## src/rtl/decre_sched_pkg.sv

```systemverilog
// rtl/decre_sched_pkg.sv - shared types and owner encodings for the decrement scheduler
package decre_sched_pkg;

  typedef enum logic [1:0] {
    IDLE = 2'd0,
    STEP = 2'd1,
    DONE = 2'd2
  } state_e;

  // Owner encodings double as the datapath operand select (dec_cin)
  localparam logic OWN_A = 1'b0;
  localparam logic OWN_B = 1'b1;

endpackage

```

## src/rtl/decre_sched_if.sv

```systemverilog
// rtl/decre_sched_if.sv - requester, result and datapath signals of the decrement scheduler
interface decre_sched_if #(
  parameter int N = 4
);

  logic         req_a;
  logic [N-1:0] opa;
  logic [N-1:0] cnt_a;
  logic         ack_a;
  logic         req_b;
  logic [N-1:0] opb;
  logic [N-1:0] cnt_b;
  logic         ack_b;
  logic [N-1:0] res;
  logic         res_cout;
  logic         res_zero;
  logic         busy;
  logic [N-1:0] dec_a;
  logic [N-1:0] dec_b;
  logic         dec_cin;
  logic [N-1:0] dec_y;
  logic         dec_cout;
  logic         dec_zout;

  modport slave (
    input  req_a, opa, cnt_a, req_b, opb, cnt_b, dec_y, dec_cout, dec_zout,
    output ack_a, ack_b, res, res_cout, res_zero, busy, dec_a, dec_b, dec_cin
  );

  modport master (
    output req_a, opa, cnt_a, req_b, opb, cnt_b, dec_y, dec_cout, dec_zout,
    input  ack_a, ack_b, res, res_cout, res_zero, busy, dec_a, dec_b, dec_cin
  );

endinterface

```

## src/rtl/decre_rr_arb.sv

```systemverilog
// rtl/decre_rr_arb.sv - two-input round-robin arbiter; pointer advances only on grant
module decre_rr_arb
  import decre_sched_pkg::*;
(
  input  logic clk,
  input  logic rst,
  input  logic req_a,
  input  logic req_b,
  input  logic grant_en,
  output logic owner
);

  logic last_q;

  always_comb begin
    owner = OWN_A;
    if (req_a && req_b) begin
      owner = ~last_q;
    end else if (req_b) begin
      owner = OWN_B;
    end
  end

  // Reset pretends B was served last so A wins the first tie
  always_ff @(posedge clk or posedge rst) begin
    if (rst) begin
      last_q <= OWN_B;
    end else if (grant_en) begin
      last_q <= owner;
    end
  end

endmodule

```

## src/rtl/decre_sched.sv

```systemverilog
// rtl/decre_sched.sv - time-shares one decrement datapath between requesters A and B
module decre_sched
  import decre_sched_pkg::*;
#(
  parameter int N = 4
) (
  input logic          clk,
  input logic          rst,
  decre_sched_if.slave bus
);

  state_e       state_q;
  logic         owner_q;
  logic [N-1:0] acc_q;
  logic [N-1:0] rem_q;
  logic         borrow_q;
  logic         ack_a_q;
  logic         ack_b_q;
  logic [N-1:0] res_q;
  logic         res_cout_q;
  logic         res_zero_q;
  logic         busy_q;

  logic         grant_en;
  logic         arb_owner;
  logic [N-1:0] op_d;
  logic [N-1:0] cnt_d;
  logic         borrow_d;

  assign grant_en = (state_q == IDLE) && (bus.req_a || bus.req_b);
  assign op_d     = (arb_owner == OWN_B) ? bus.opb : bus.opa;
  assign cnt_d    = (arb_owner == OWN_B) ? bus.cnt_b : bus.cnt_a;
  assign borrow_d = borrow_q | bus.dec_cout;

  decre_rr_arb u_arb (
    .clk      (clk),
    .rst      (rst),
    .req_a    (bus.req_a),
    .req_b    (bus.req_b),
    .grant_en (grant_en),
    .owner    (arb_owner)
  );

  always_ff @(posedge clk or posedge rst) begin
    if (rst) begin
      state_q    <= IDLE;
      owner_q    <= OWN_A;
      acc_q      <= '0;
      rem_q      <= '0;
      borrow_q   <= 1'b0;
      ack_a_q    <= 1'b0;
      ack_b_q    <= 1'b0;
      res_q      <= '0;
      res_cout_q <= 1'b0;
      res_zero_q <= 1'b0;
      busy_q     <= 1'b0;
    end else begin
      ack_a_q <= 1'b0;
      ack_b_q <= 1'b0;
      case (state_q)
        IDLE: begin
          if (grant_en) begin
            owner_q  <= arb_owner;
            acc_q    <= op_d;
            rem_q    <= cnt_d;
            borrow_q <= 1'b0;
            busy_q   <= 1'b1;
            if (cnt_d != '0) begin
              state_q <= STEP;
            end else begin
              // Zero-step job completes without touching the datapath
              state_q    <= DONE;
              res_q      <= op_d;
              res_cout_q <= 1'b0;
              res_zero_q <= (op_d == '0);
              ack_a_q    <= (arb_owner == OWN_A);
              ack_b_q    <= (arb_owner == OWN_B);
            end
          end
        end
        STEP: begin
          acc_q    <= bus.dec_y;
          borrow_q <= borrow_d;
          rem_q    <= rem_q - N'(1);
          if (rem_q == N'(1)) begin
            state_q    <= DONE;
            res_q      <= bus.dec_y;
            res_cout_q <= borrow_d;
            res_zero_q <= bus.dec_zout;
            ack_a_q    <= (owner_q == OWN_A);
            ack_b_q    <= (owner_q == OWN_B);
          end
        end
        DONE: begin
          state_q <= IDLE;
          busy_q  <= 1'b0;
        end
        default: begin
          state_q <= IDLE;
          busy_q  <= 1'b0;
        end
      endcase
    end
  end

  // Datapath is driven from acc only while stepping; the idle port reads 0
  assign bus.dec_cin  = (state_q == STEP) && (owner_q == OWN_B);
  assign bus.dec_a    = ((state_q == STEP) && (owner_q == OWN_A)) ? acc_q : '0;
  assign bus.dec_b    = ((state_q == STEP) && (owner_q == OWN_B)) ? acc_q : '0;
  assign bus.ack_a    = ack_a_q;
  assign bus.ack_b    = ack_b_q;
  assign bus.res      = res_q;
  assign bus.res_cout = res_cout_q;
  assign bus.res_zero = res_zero_q;
  assign bus.busy     = busy_q;

endmodule
```

## src/flat_wrapper.sv

```systemverilog
// flat-port wrapper written by rule: the top's interface ports become plain ports
module decre_sched_flat import decre_sched_pkg::*;
#(
  parameter int N = 4
)
  (clk, rst, bus_req_a, bus_opa, bus_cnt_a, bus_req_b, bus_opb, bus_cnt_b, bus_dec_y, bus_dec_cout, bus_dec_zout, bus_ack_a, bus_ack_b, bus_res, bus_res_cout, bus_res_zero, bus_busy, bus_dec_a, bus_dec_b, bus_dec_cin);
  decre_sched_if #(.N(N)) bus_i ();
  input logic clk;
  input logic rst;
  input wire logic [$bits(bus_i.req_a)-1:0] bus_req_a;
  input wire logic [$bits(bus_i.opa)-1:0] bus_opa;
  input wire logic [$bits(bus_i.cnt_a)-1:0] bus_cnt_a;
  input wire logic [$bits(bus_i.req_b)-1:0] bus_req_b;
  input wire logic [$bits(bus_i.opb)-1:0] bus_opb;
  input wire logic [$bits(bus_i.cnt_b)-1:0] bus_cnt_b;
  input wire logic [$bits(bus_i.dec_y)-1:0] bus_dec_y;
  input wire logic [$bits(bus_i.dec_cout)-1:0] bus_dec_cout;
  input wire logic [$bits(bus_i.dec_zout)-1:0] bus_dec_zout;
  output wire logic [$bits(bus_i.ack_a)-1:0] bus_ack_a;
  output wire logic [$bits(bus_i.ack_b)-1:0] bus_ack_b;
  output wire logic [$bits(bus_i.res)-1:0] bus_res;
  output wire logic [$bits(bus_i.res_cout)-1:0] bus_res_cout;
  output wire logic [$bits(bus_i.res_zero)-1:0] bus_res_zero;
  output wire logic [$bits(bus_i.busy)-1:0] bus_busy;
  output wire logic [$bits(bus_i.dec_a)-1:0] bus_dec_a;
  output wire logic [$bits(bus_i.dec_b)-1:0] bus_dec_b;
  output wire logic [$bits(bus_i.dec_cin)-1:0] bus_dec_cin;
  assign bus_i.req_a = bus_req_a;
  assign bus_i.opa = bus_opa;
  assign bus_i.cnt_a = bus_cnt_a;
  assign bus_i.req_b = bus_req_b;
  assign bus_i.opb = bus_opb;
  assign bus_i.cnt_b = bus_cnt_b;
  assign bus_i.dec_y = bus_dec_y;
  assign bus_i.dec_cout = bus_dec_cout;
  assign bus_i.dec_zout = bus_dec_zout;
  assign bus_ack_a = bus_i.ack_a;
  assign bus_ack_b = bus_i.ack_b;
  assign bus_res = bus_i.res;
  assign bus_res_cout = bus_i.res_cout;
  assign bus_res_zero = bus_i.res_zero;
  assign bus_busy = bus_i.busy;
  assign bus_dec_a = bus_i.dec_a;
  assign bus_dec_b = bus_i.dec_b;
  assign bus_dec_cin = bus_i.dec_cin;
  decre_sched #(.N(N)) u_core (.clk(clk), .rst(rst), .bus(bus_i));
endmodule
```

## config.mk

```make
export PLATFORM = sky130hd
export DESIGN_NAME = decre_sched_flat
export DESIGN_NICKNAME = d
export VERILOG_FILES = /design/src/rtl/decre_sched_pkg.sv /design/src/rtl/decre_sched_if.sv /design/src/rtl/decre_rr_arb.sv /design/src/rtl/decre_sched.sv /design/src/flat_wrapper.sv
export SDC_FILE = /design/constraint.sdc
export NUM_CORES = 1
export LEC_CHECK = 0
export CORE_ASPECT_RATIO = 1.5
export CORE_MARGIN = 10
export CORE_UTILIZATION = 25
export DETAILED_ROUTE_END_ITERATION = 10
export SLEW_MARGIN = 5
export SYNTH_ARGS = -nofsm -noshare
export SYNTH_HDL_FRONTEND = slang
export SYNTH_SLANG_ARGS = --single-unit
```

## constraint.sdc

```tcl
create_clock -name clk -period 1.8 [get_ports clk]
set_input_delay 0.18 -clock clk [delete_from_list [all_inputs] [get_ports clk]]
set_output_delay 0.18 -clock clk [all_outputs]
set_load 0.1 [all_outputs]
```

==> qor.csv, run 1 <==
metric,value,unit
status,finished clean,
use_met1,9.58,%
drtIter0Drc,65,
async_flop_share,100,%
final_cell_mix,"clkdlybuf4s50_1, buf_4, dfrtp_1",
maxCapViolCount,0,
setup_slack,0.0567,ns
synth_area_per_cell,10.6,µm²
grt_overflow,0,
antenna_found_initial,0,
grt_max_degree,23,
cts-buffers-inserted,3,
power.internal,1.96,mW
num_io_pins,44,
gp_congestion,0.725,
routed_wl,3.67,mm
viasPerCell,4.61,
die_h,106,µm
ys.flop_type,dfrtp_1,
port-buffer-count,43,
clock_sinks,22,
die_area,8230,µm²
via_count,1102,
setup_tns,0,ns
p_seq_share,23.4,%
postCtsHoldBufs,0,
post-route-min-period,1.74,ns
peakVddDrop,1.56,mV
synth-edff-count,0,
antenna_left,0,
comb_power_share,68.2,%
die_x,77.5,µm
synth-seq-area-share,44.5,%
clock.fmax,0.574,GHz
r2r_end,u_core.bus.res[2],
final.period_utilization,96.8,%
drc_errors,0,
fp.coreArea,4810,µm²
critPathLaunchType,register,
hold_violations,0,
syn2layout_area_growth,58.8,%
yosysWarningCount,0,
synth_top_area_share,42.4,%
ys_ff_latch,22,
r2r_start,u_core.rem_q[1],
crit_arrival,1.56,ns
switching_power,2.15,mW
grt_pass1_wl,6.08,mm
p_leak,0.886,nW
dp_hpwl,3.09,mm
register_area,554,µm²
max_slew_margin,78.7,%
clock_latency,0.26,ns
slew_violations,0,
clock-root-buffer,clkbuf_8,
synthTopCellsByArea,"dfrtp_1, mux2i_1, mux2_4",
place_inst,235,
critPathCaptureType,output port,
yosysTopAreaCell,dfrtp_1,
drive_above_1_share,34.7,%
critPathMaxFanout,16,
gr-usage-met3,1.35,%
hp-class,primary input to async pin,
antenna_cells,0,
tightestPinTransition,0.319,ns
multi_input_comb_area,657,µm²
htreeDepth,1,
postLayoutCoreUtil,40.9,%
setup_violations,0,
clkPwrFrac,8.5,%
power_density,2090,nW/µm²
worstSetupPathType,register to output port,
wl_per_cell,15.3,µm
r2r_cells,6,
top_usage_layer,met2,
syn_area,1240,µm²
final_common_cell,clkdlybuf4s50_1,
final_cells,239,
start_util,25.8,%
r2r_setup_slack,0.09,ns
netlist_instances,117,
dp_slack,-0.166,ns
use_met2,17.0,%
dr.pass1.iters,4,
cp_data_required_time,1.62,ns
skew,0.00554,ns
grt_util_all_layers,9.06,%
cts.repair.resized,1,
sw_frac_of_total,52.3,%
grt_pass1_vias,1218,
postCtsSetupRepairBufs,0,
fillers,513,
clockBufferDepth,2,
yosysUniqueCellTypes,38,
synth_nets,145,
std_cell_rows,31,
cts.reportedPaths.clkPinSlew,0.08,ns
cts_tree,built,
layout.nets,202,
[how the worst max path moves through the flow]
stage	start	endpoint	slack [ns]	cells after the start
after floorplan	u_core.state_q[1]	bus_dec_a[0]	0.03	3
after global placement	bus_req_b	u_core.bus.res[2]	-0.13	5
after detailed placement	bus_req_b	u_core.bus.res[2]	-0.17	5
after CTS	u_core.state_q[1]	bus_dec_b[1]	0.009	4
after global routing	u_core.state_q[1]	bus_dec_b[2]	-0.005	4
final	u_core.state_q[1]	bus_dec_b[2]	0.06	4
[sequential cells by signal, indices dropped and copies added, names as in the netlist]
register and count:
u_core.bus.res 4, u_core.u_arb.last_q 1, u_core.bus.busy 1, u_core.rem_q 4, u_core.bus.res_zero 1, u_core.owner_q 1
u_core.bus.ack_b 1, u_core.acc_q 4, u_core.borrow_q 1, u_core.bus.res_cout 1, u_core.bus.ack_a 1, u_core.state_q 2
[power by group through the flow]
stage / combinational (mW) / clock [mW] / sequential [mW]
floorplan: 1.41 / 0 / 1.47
CTS: 2.81 / 0.358 / 0.957
global placement: 2.75 / 0 / 0.949
detailed placement: 2.81 / 0 / 0.959
finish: 2.80 / 0.348 / 0.960
global route: 2.95 / 0.375 / 0.995
[Yosys cell counts (2+ instances only)]
library cell	n
o21ai_0	5
o21ai_1	5
ha_1	2
a22o_1	2
nand2b_1	2
and2_1	5
and3_1	4
mux2i_1	9
dfrtp_1	21
nor4_1	4
mux2_4	6
nor2_1	3
nor3_1	2
a21oi_1	4
mux2_2	5
nand2_1	10
inv_1	7
[metal layers]
| layer | wire, µm | share of wire [%] | vias up |
|---|---|---|---|
| met4 | 47 | 1.3 | 0 |
| li1 | - | - | 538 |
| met3 | 128 | 3.5 | 2 |
| met2 | 2040 | 56 | 27 |
| met5 | 0 | 0 | - |
| met1 | 1450 | 40 | 535 |
[critical path, cell delays in order (launching register included)]
cell     delay [ns]
dfrtp_2        0.47
and2b_2        0.27
buf_6          0.16
and3_2         0.22
buf_12         0.17
[area by class of cell]
type / instances / share of cell area [%]
Clock buffer: 4 / 2.80
Inverter: 7 / 1.34
Multi-Input combinational cell: 85 / 33.4
Sequential cell: 22 / 28.2
Tap cell: 66 / 4.20
Timing Repair Buffer: 55 / 30.1
[cells by family (layout without fill, tap and decap cells)]
logic type | after synthesis | in the layout | share of synthesized area [%]
compound gates | 25 | 25 | 13.8
fa+ha+maj | 2 | 2 | 2.02
buf+inv | 10 | 66 | 3.43
mux | 20 | 20 | 19.1
flops | 22 | 22 | 44.5
simple gates | 38 | 38 | 17.1
[stage by stage]
step	power [mW]	hold slack, ns	instance area (µm²)
after floorplan	2.87	0.168	1240
after global placement	3.70	0.486	1900
after detailed placement	3.77	0.499	1900
after CTS	4.12	0.261	1960
after global routing	4.32	0.292	1970
final	4.11	0.257	1970
(Power assumes the default switching activity.)
==> run 2: changes to the inputs <==
- SLEW_MARGIN: 5 -> not set
==> results of run 2 <==
Final layout, timing and power as in run 1 (identical DEF).
==> run 3: changes to the inputs <==
- GPL_ROUTABILITY_DRIVEN: not set -> 1
==> results of run 3 <==
Final layout, timing and power as in run 1 (identical DEF).
